$ cat src/rtl/mips_bus_pkg.sv
// Shared types for the MIPS data-memory bus bridge.
// State and error encodings used by the bridge and its bench.
package mips_bus_pkg;

  typedef enum logic [1:0] {
    IDLE,
    BUSY,
    DONE
  } dmem_state_e;

  typedef enum logic [1:0] {
    ERR_NONE,
    ERR_ALIGN,
    ERR_TMO,
    ERR_RDWR
  } dmem_err_e;

endpackage

$ cat src/rtl/bus_timeout_ctr.sv
// Counts BUSY cycles without a bus ack.
// expired is high in the last allowed cycle.
module bus_timeout_ctr #(
  parameter int TMO_CYC = 15
) (
  input  logic clk,
  input  logic reset,
  input  logic clr,
  input  logic en,
  output logic expired
);

  localparam int CW = $clog2(TMO_CYC + 1);

  logic [CW-1:0] cnt;

  always_ff @(posedge clk or negedge reset) begin
    if (!reset) begin
      cnt <= '0;
    end else if (clr) begin
      cnt <= '0;
    end else if (en && !expired) begin
      cnt <= cnt + CW'(1);
    end
  end

  assign expired = (cnt == CW'(TMO_CYC - 1));

endmodule

$ cat src/rtl/mips_dmem_bridge.sv
// Single-cycle MIPS data port to req/ack bus bridge.
// Stalls the core per access; flags misalign/timeout/rd+wr.
module mips_dmem_bridge
  import mips_bus_pkg::*;
#(
  parameter int ADDR_W  = 32,
  parameter int DATA_W  = 32,
  parameter int TMO_CYC = 15
) (
  input  logic              clk,
  input  logic              reset,
  input  logic              memread,
  input  logic              memwrite,
  input  logic [ADDR_W-1:0] addr,
  input  logic [DATA_W-1:0] writedata,
  output logic [DATA_W-1:0] readdata,
  output logic              stall,
  output logic              bus_req,
  output logic              bus_we,
  output logic [ADDR_W-1:0] bus_addr,
  output logic [DATA_W-1:0] bus_wdata,
  input  logic [DATA_W-1:0] bus_rdata,
  input  logic              bus_ack,
  input  logic              err_clr,
  output logic              err,
  output logic [1:0]        err_code
);

  dmem_state_e state, state_nxt;
  dmem_err_e   code_q, new_code;

  logic access, aligned;
  logic start, accept, misalign;
  logic ack_hit, tmo, expired;
  logic tmr_clr, tmr_en;
  logic new_err;

  assign access   = memread | memwrite;
  assign aligned  = (addr[1:0] == 2'b00);
  assign start    = (state == IDLE) && access;
  assign accept   = start && aligned;
  assign misalign = start && !aligned;
  assign ack_hit  = (state == BUSY) && bus_ack;
  assign tmo      = (state == BUSY) && !bus_ack && expired;

  bus_timeout_ctr #(
    .TMO_CYC(TMO_CYC)
  ) u_tmo (
    .clk    (clk),
    .reset  (reset),
    .clr    (tmr_clr),
    .en     (tmr_en),
    .expired(expired)
  );

  always_ff @(posedge clk or negedge reset) begin
    if (!reset) begin
      state <= IDLE;
    end else begin
      state <= state_nxt;
    end
  end

  always_comb begin
    state_nxt = state;
    unique case (state)
      IDLE: begin
        if (accept) begin
          state_nxt = BUSY;
        end else if (misalign) begin
          state_nxt = DONE;
        end
      end
      BUSY: begin
        if (ack_hit || tmo) begin
          state_nxt = DONE;
        end
      end
      DONE:    state_nxt = IDLE;
      default: state_nxt = IDLE;
    endcase
  end

  always_comb begin
    stall   = start || (state == BUSY);
    tmr_clr = accept;
    tmr_en  = (state == BUSY);
  end

  // Misalign outranks rd+wr: no bus cycle is issued for it.
  always_comb begin
    new_err  = 1'b1;
    new_code = ERR_NONE;
    unique case (1'b1)
      misalign:                        new_code = ERR_ALIGN;
      accept && memread && memwrite:   new_code = ERR_RDWR;
      tmo:                             new_code = ERR_TMO;
      default:                         new_err  = 1'b0;
    endcase
  end

  always_ff @(posedge clk or negedge reset) begin
    if (!reset) begin
      bus_req   <= 1'b0;
      bus_we    <= 1'b0;
      bus_addr  <= '0;
      bus_wdata <= '0;
      readdata  <= '0;
    end else begin
      if (accept) begin
        bus_req   <= 1'b1;
        bus_we    <= memwrite;
        bus_addr  <= addr;
        bus_wdata <= writedata;
      end
      if (misalign) begin
        readdata <= '0;
      end
      if (ack_hit) begin
        bus_req <= 1'b0;
        if (!bus_we) begin
          readdata <= bus_rdata;
        end
      end
      if (tmo) begin
        bus_req  <= 1'b0;
        readdata <= '0;
      end
    end
  end

  // First error sticks; a clear in the same cycle lets the new one in.
  always_ff @(posedge clk or negedge reset) begin
    if (!reset) begin
      err    <= 1'b0;
      code_q <= ERR_NONE;
    end else if (new_err) begin
      err <= 1'b1;
      if (!err || err_clr) begin
        code_q <= new_code;
      end
    end else if (err_clr) begin
      err    <= 1'b0;
      code_q <= ERR_NONE;
    end
  end

  assign err_code = code_q;

endmodule

$ cat config.mk
export PLATFORM = sky130hd
export DESIGN_NAME = mips_dmem_bridge
export DESIGN_NICKNAME = d
export VERILOG_FILES = /design/src/rtl/mips_bus_pkg.sv /design/src/rtl/bus_timeout_ctr.sv /design/src/rtl/mips_dmem_bridge.sv
export SDC_FILE = /design/constraint.sdc
export NUM_CORES = 1
export LEC_CHECK = 0
export BUFFER_PORTS_ARGS = -buffer_cell sky130_fd_sc_hd__buf_2
export CORE_ASPECT_RATIO = 0.6
export CORE_MARGIN = 1
export CORE_UTILIZATION = 42
export DETAILED_ROUTE_END_ITERATION = 10
export GPL_TIMING_DRIVEN = 0
export PLACE_DENSITY = 0.79
export SETUP_SLACK_MARGIN = 0.4
export SLEW_MARGIN = 0
export SYNTH_ARGS = -nofsm -noshare
export SYNTH_HDL_FRONTEND = slang
export SYNTH_SLANG_ARGS = --single-unit
$ cat constraint.sdc
create_clock -name clk -period 1.8 [get_ports clk]
set_input_delay 0.45 -clock clk [delete_from_list [all_inputs] [get_ports clk]]
set_output_delay 0.45 -clock clk [all_outputs]
set_load 0.005 [all_outputs]
=== Yosys cells after proc, flatten, opt, wreduce, memory -nomap -nowiden ===
Index checks and enable logic that the tools add are counted.

* Output and inout port bits: 102
* Logic and storage cells: 60
* Bits of input ports: 102
* Register bits: 107

* Bitwise logic cells: 1
* Reductions and logical operators: 24
* Equality and inequality tests: 5
* Muxes and demuxes: 20
* $add $sub $neg: 1

{| class="wikitable"
|+ Operators by type and width
! cell !! count
|-
| $mux W32 || 4
|-
| $mux W2 || 6
|-
| $logic_and A1 B1 Y1 || 9
|-
| $mux W4 || 2
|-
| $mux W1 || 6
|-
| $pmux W2 S3 || 1
|-
| $add A4 B1 Y4 const B || 1
|-
| $eq A4 B4 Y1 const B || 1
|-
| $logic_not A1 Y1 || 4
|-
| $logic_not A2 Y1 || 2
|-
| $pmux W2 S2 || 1
|-
| $reduce_and A2 Y1 || 2
|-
| $reduce_bool A2 Y1 || 2
|-
| $logic_or A1 B1 Y1 || 3
|-
| $ne A3 B3 Y1 const B || 1
|-
| $reduce_bool A3 Y1 || 1
|-
| $reduce_or A3 Y1 || 1
|-
| $eq A2 B1 Y1 const B || 1
|-
| $ne A2 B1 Y1 const B || 1
|-
| $ne A2 B2 Y1 const B || 1
|-
| $or A1 B1 Y1 || 1
|}

=== Longest topological paths before layout ===
* Depth after elaboration: 9
* Depth in mapped cells: 6
* Mapped depth without buffers: 5

=== Cells and area by module ===
A second synthesis with hierarchy kept.

* Cells, all modules: 347
* Area total of the unflattened synthesis: 4,409.2 µm²

{| class="wikitable"
|+ Modules (own cells, without submodules)
! module !! times used !! sequential area each (µm²) !! cells an instance !! area an instance (µm²)
|-
| mips_dmem_bridge || 1 || 2,577.5 || 323 || 4,187.8
|-
| bus_timeout_ctr || 1 || 100.1 || 24 || 221.5
|}

=== Worst setup path before layout ===
OpenSTA, ideal clock, no wires.

* Path type: register to register
* Start point: reg state[1]
* End point: reg bus_addr[10]
* Required time: 1,673 ps
* Clock period less this slack: 1,808 ps
* Buffers on the path: 2
* Path slack: -8 ps
* Library setup time: 127 ps
* Arrival time: 1,680 ps
* Cell stages (with the launch flop): 6
* Cell sequence: dfrtp_1 > or4_4 > nor2_4 > buf_12 > buf_8 > mux2_1

* Word-level cells in the longest chain between the ends: 3

{| class="wikitable"
|+ RTL lines
! element !! line !! text
|-
| start, declared || mips_dmem_bridge.sv:29 || <nowiki>dmem_state_e state, state_nxt;</nowiki>
|-
| start signal, assigned || mips_dmem_bridge.sv:60 || <nowiki>state <= state_nxt;</nowiki>
|-
| $logic_not A2 Y1 || mips_dmem_bridge.sv:40 || <nowiki>assign start = (state == IDLE) && access;</nowiki>
|-
| $logic_and A1 B1 Y1 || mips_dmem_bridge.sv:40 ||
|-
| $logic_and A1 B1 Y1 || mips_dmem_bridge.sv:41 || <nowiki>assign accept = start && aligned;</nowiki>
|-
| end signal, assigned || mips_dmem_bridge.sv:113 || <nowiki>bus_addr <= addr;</nowiki>
|-
| end, declared || mips_dmem_bridge.sv:20 || <nowiki>output logic [ADDR_W-1:0] bus_addr,</nowiki>
|}

Every way passes these cells.
A chain may end at the register's enable or synchronous reset.

=== Final worst setup path ===
* Start point: reg state[0]
* End point: reg bus_wdata[26]

* Word-level cells in the longest chain between the ends: 3

{| class="wikitable"
|+ RTL lines
! element !! line !! text
|-
| $logic_not A2 Y1 || mips_dmem_bridge.sv:40 ||
|-
| $logic_and A1 B1 Y1 || mips_dmem_bridge.sv:40 ||
|-
| $logic_and A1 B1 Y1 || mips_dmem_bridge.sv:41 ||
|-
| end signal, assigned || mips_dmem_bridge.sv:114 || <nowiki>bus_wdata <= writedata;</nowiki>
|-
| end, declared || mips_dmem_bridge.sv:21 || <nowiki>output logic [DATA_W-1:0] bus_wdata,</nowiki>
|}

Every way passes these cells.

==> reports/qor.yml <==
status: "finished with violations"
violations: "negative setup slack"
htree_levels: 3
postRouteAntennaNets: 0
boundaryPins: 204
core_area_um2: 10160
finalMaxSlewViolations: 0
min_path_type: "in2async"
placed_cells: 681
hold_viol: 0
nets: 694
synth.cell_area_um2: 4539
port-buffer-count: 203
antenna_cells: 0
path_clk_slew_ns: 0.07
drt-total-wl_um: 12570
tritoncts: "done"
numCtsBuffers: 9
setup_viol: 33
fin_cells: 730
area_growth_pct: 51.02
startpoint_type: "flip-flop"
wire_per_inst_um: 17.22
r2r_slack_ns: -0.03
worst_slack_ns: -0.02741
mostFrequentLayoutCell: "buf_2"
fp.dieW_um: 136.2
synthArstFlopShare_pct: 100.0
synth_ff_type: "dfrtp_1"
gr-total-overflow: 0
synth.distinct_cells: 38
ir_drop_mv: 0.7535
fill_cells: 765
die_y_um: 82.53
skew_ns: 0.005790
synth-seq-cells: 107
place_area_um2: 5787
setup_tns_ns: -0.6433
max_slew.worst_pin.slew_ns: 0.6988
start_util_pct: 44.68
max_clock_freq_mhz: 547.2
crit_fanout: 10
track_usage_pct: 21.15
gp_congestion: 0.8121
clock_latency_ns: 0.35
final_cell_mix: "201 x buf_2, 106 x dfrtp_1, 57 x mux2_4"
cts.sinks: 107
grt_pass1_vias: 3488
pre_cts_ws_ns: -0.2577
drive_gt1_share_pct: 59.66
drc: 0
initialDrtViolationCount: 164
final_area_um2: 6855
fin_crit_sh_pct: 101.5
path_class: "reg2reg"
cp.arrival_ns: 2.06
leakagePower_nw: 3.440
syn_area_per_cell_um2: 13.27
synth-edff-count: 0
syn_inst: 342
worst_ep_required_time_ns: 2.03
vias: 3711
cts_max_path_buffers: 2
rows: 28
cp-end-kind: "flip-flop"
synth_warnings: 0
die-area_um2: 11240
hpwl_um: 8290
ctsHoldBuffers: 0
r2r_cells: 5
rsz0062_at_grt: "true"
cap_violations: 0
grt_max_degree: 57
firstDrtPassIters: 4
period_minus_slack_ns: 1.827
cts.root.buffer_cell: "clkbuf_16"
antenna_found_initial: 0
synth_fp_nets: 446
ys_seq_area_share_pct: 58.99
vias_per_cell: 5.084
grt_pass1_wl_um: 18110
powerDensity_nw_per_um2: 1385
slew_headroom_pct: 53.42
finalPower_mw: 9.493
## area by class of cell
class	instances	area, µm²	area share (%)
Sequential cell	107	2679	39.08
Multi-Input combinational cell	205	1853	27.03
Timing Repair Buffer	237	1468	21.41
Buffer	26	362.8	5.293
Clock buffer	10	239.0	3.486
Tap cell	135	168.9	2.464
Clock inverter	6	70.07	1.022
Inverter	4	15.01	0.2190
## sequential cells by signal (all words and copies together) (netlist names)
| name | count |
|---|---|
| state | 2 |
| err | 1 |
| err_code | 2 |
| bus_addr | 32 |
| bus_wdata | 32 |
| u_tmo.cnt | 4 |
| bus_we | 1 |
| bus_req | 1 |
| readdata | 32 |
## final timing paths
kind                                    from             to
worst max-delay path                state[0]  bus_wdata[26]
worst min-delay path                   reset    readdata[5]
worst max register to register      state[0]  bus_wdata[26]
worst min register to register       bus_req        bus_req
max in group asynchronous              reset   bus_addr[14]
min in group clk                writedata[3]   bus_wdata[3]
## worst max-delay path: stages, from the launching register on
cell	delay (ns)
dfrtp_1	0.40
or4_4	0.51
nor2_4	0.17
buf_12	0.17
buf_12	0.15
mux2_4	0.30
## cell usage after synthesis, types with 3 or more instances
cell        n  area (µm²)
dfrtp_1   107        2678
a21oi_1    34       170.2
nand2_1    34       127.6
o211ai_1   32       240.2
mux2_4     31       465.5
mux2_2     26       292.8
clkbuf_1   16       60.06
mux2_1      6       67.56
buf_12      4       80.08
inv_1       4       15.01
nand3_1     4       20.02
o21ai_0     4       20.02
buf_2       3       15.01
nor3_1      3       15.01
## stage by stage
stage / util [%] / hold slack, ns
CTS: 63.99 / 0.1635
global route: 67.48 / 0.1941
global placement: 56.66 / 0.4595
finish: 67.48 / 0.1395
floorplan: - / 0.1544
detailed placement: 56.96 / 0.4660
## report_power, final
| part | internal (mW) | switching, mW |
|---|---|---|
| Sequential | 3.29 | 0.535 |
| Clock | 1.13 | 0.917 |
| Combinational | 2.31 | 1.31 |
## per-layer routing
metal  wire (µm)  share of wire (%)  vias to the layer above  global-route usage [%]
met3         947                7.5                       12                   6.105
met4          95               0.76                        0                   5.222
met1        5583                 44                     1828                   28.44
li1            -                  -                     1722                       -
met2        5943                 47                      149                   33.81
met5           0                  0                        -                       0
## cells by family after synthesis
kind of cell / after synthesis / share of synthesized area (%)
AOI/OAI and AO/OA: 79 / 11.11
adders and majority gates: 2 / 0.5512
and+or+nand+nor: 60 / 6.532
buffers and inverters: 30 / 4.410
muxes: 64 / 18.41
DFF: 107 / 58.99
## repair_timing
item	CTS	global route
endpoints found under the setup margin	107	110
resized for setup	66	35
pin swaps	45	39
gates cloned	2	8
setup buffers	14	9
(Power assumes the default switching activity.)
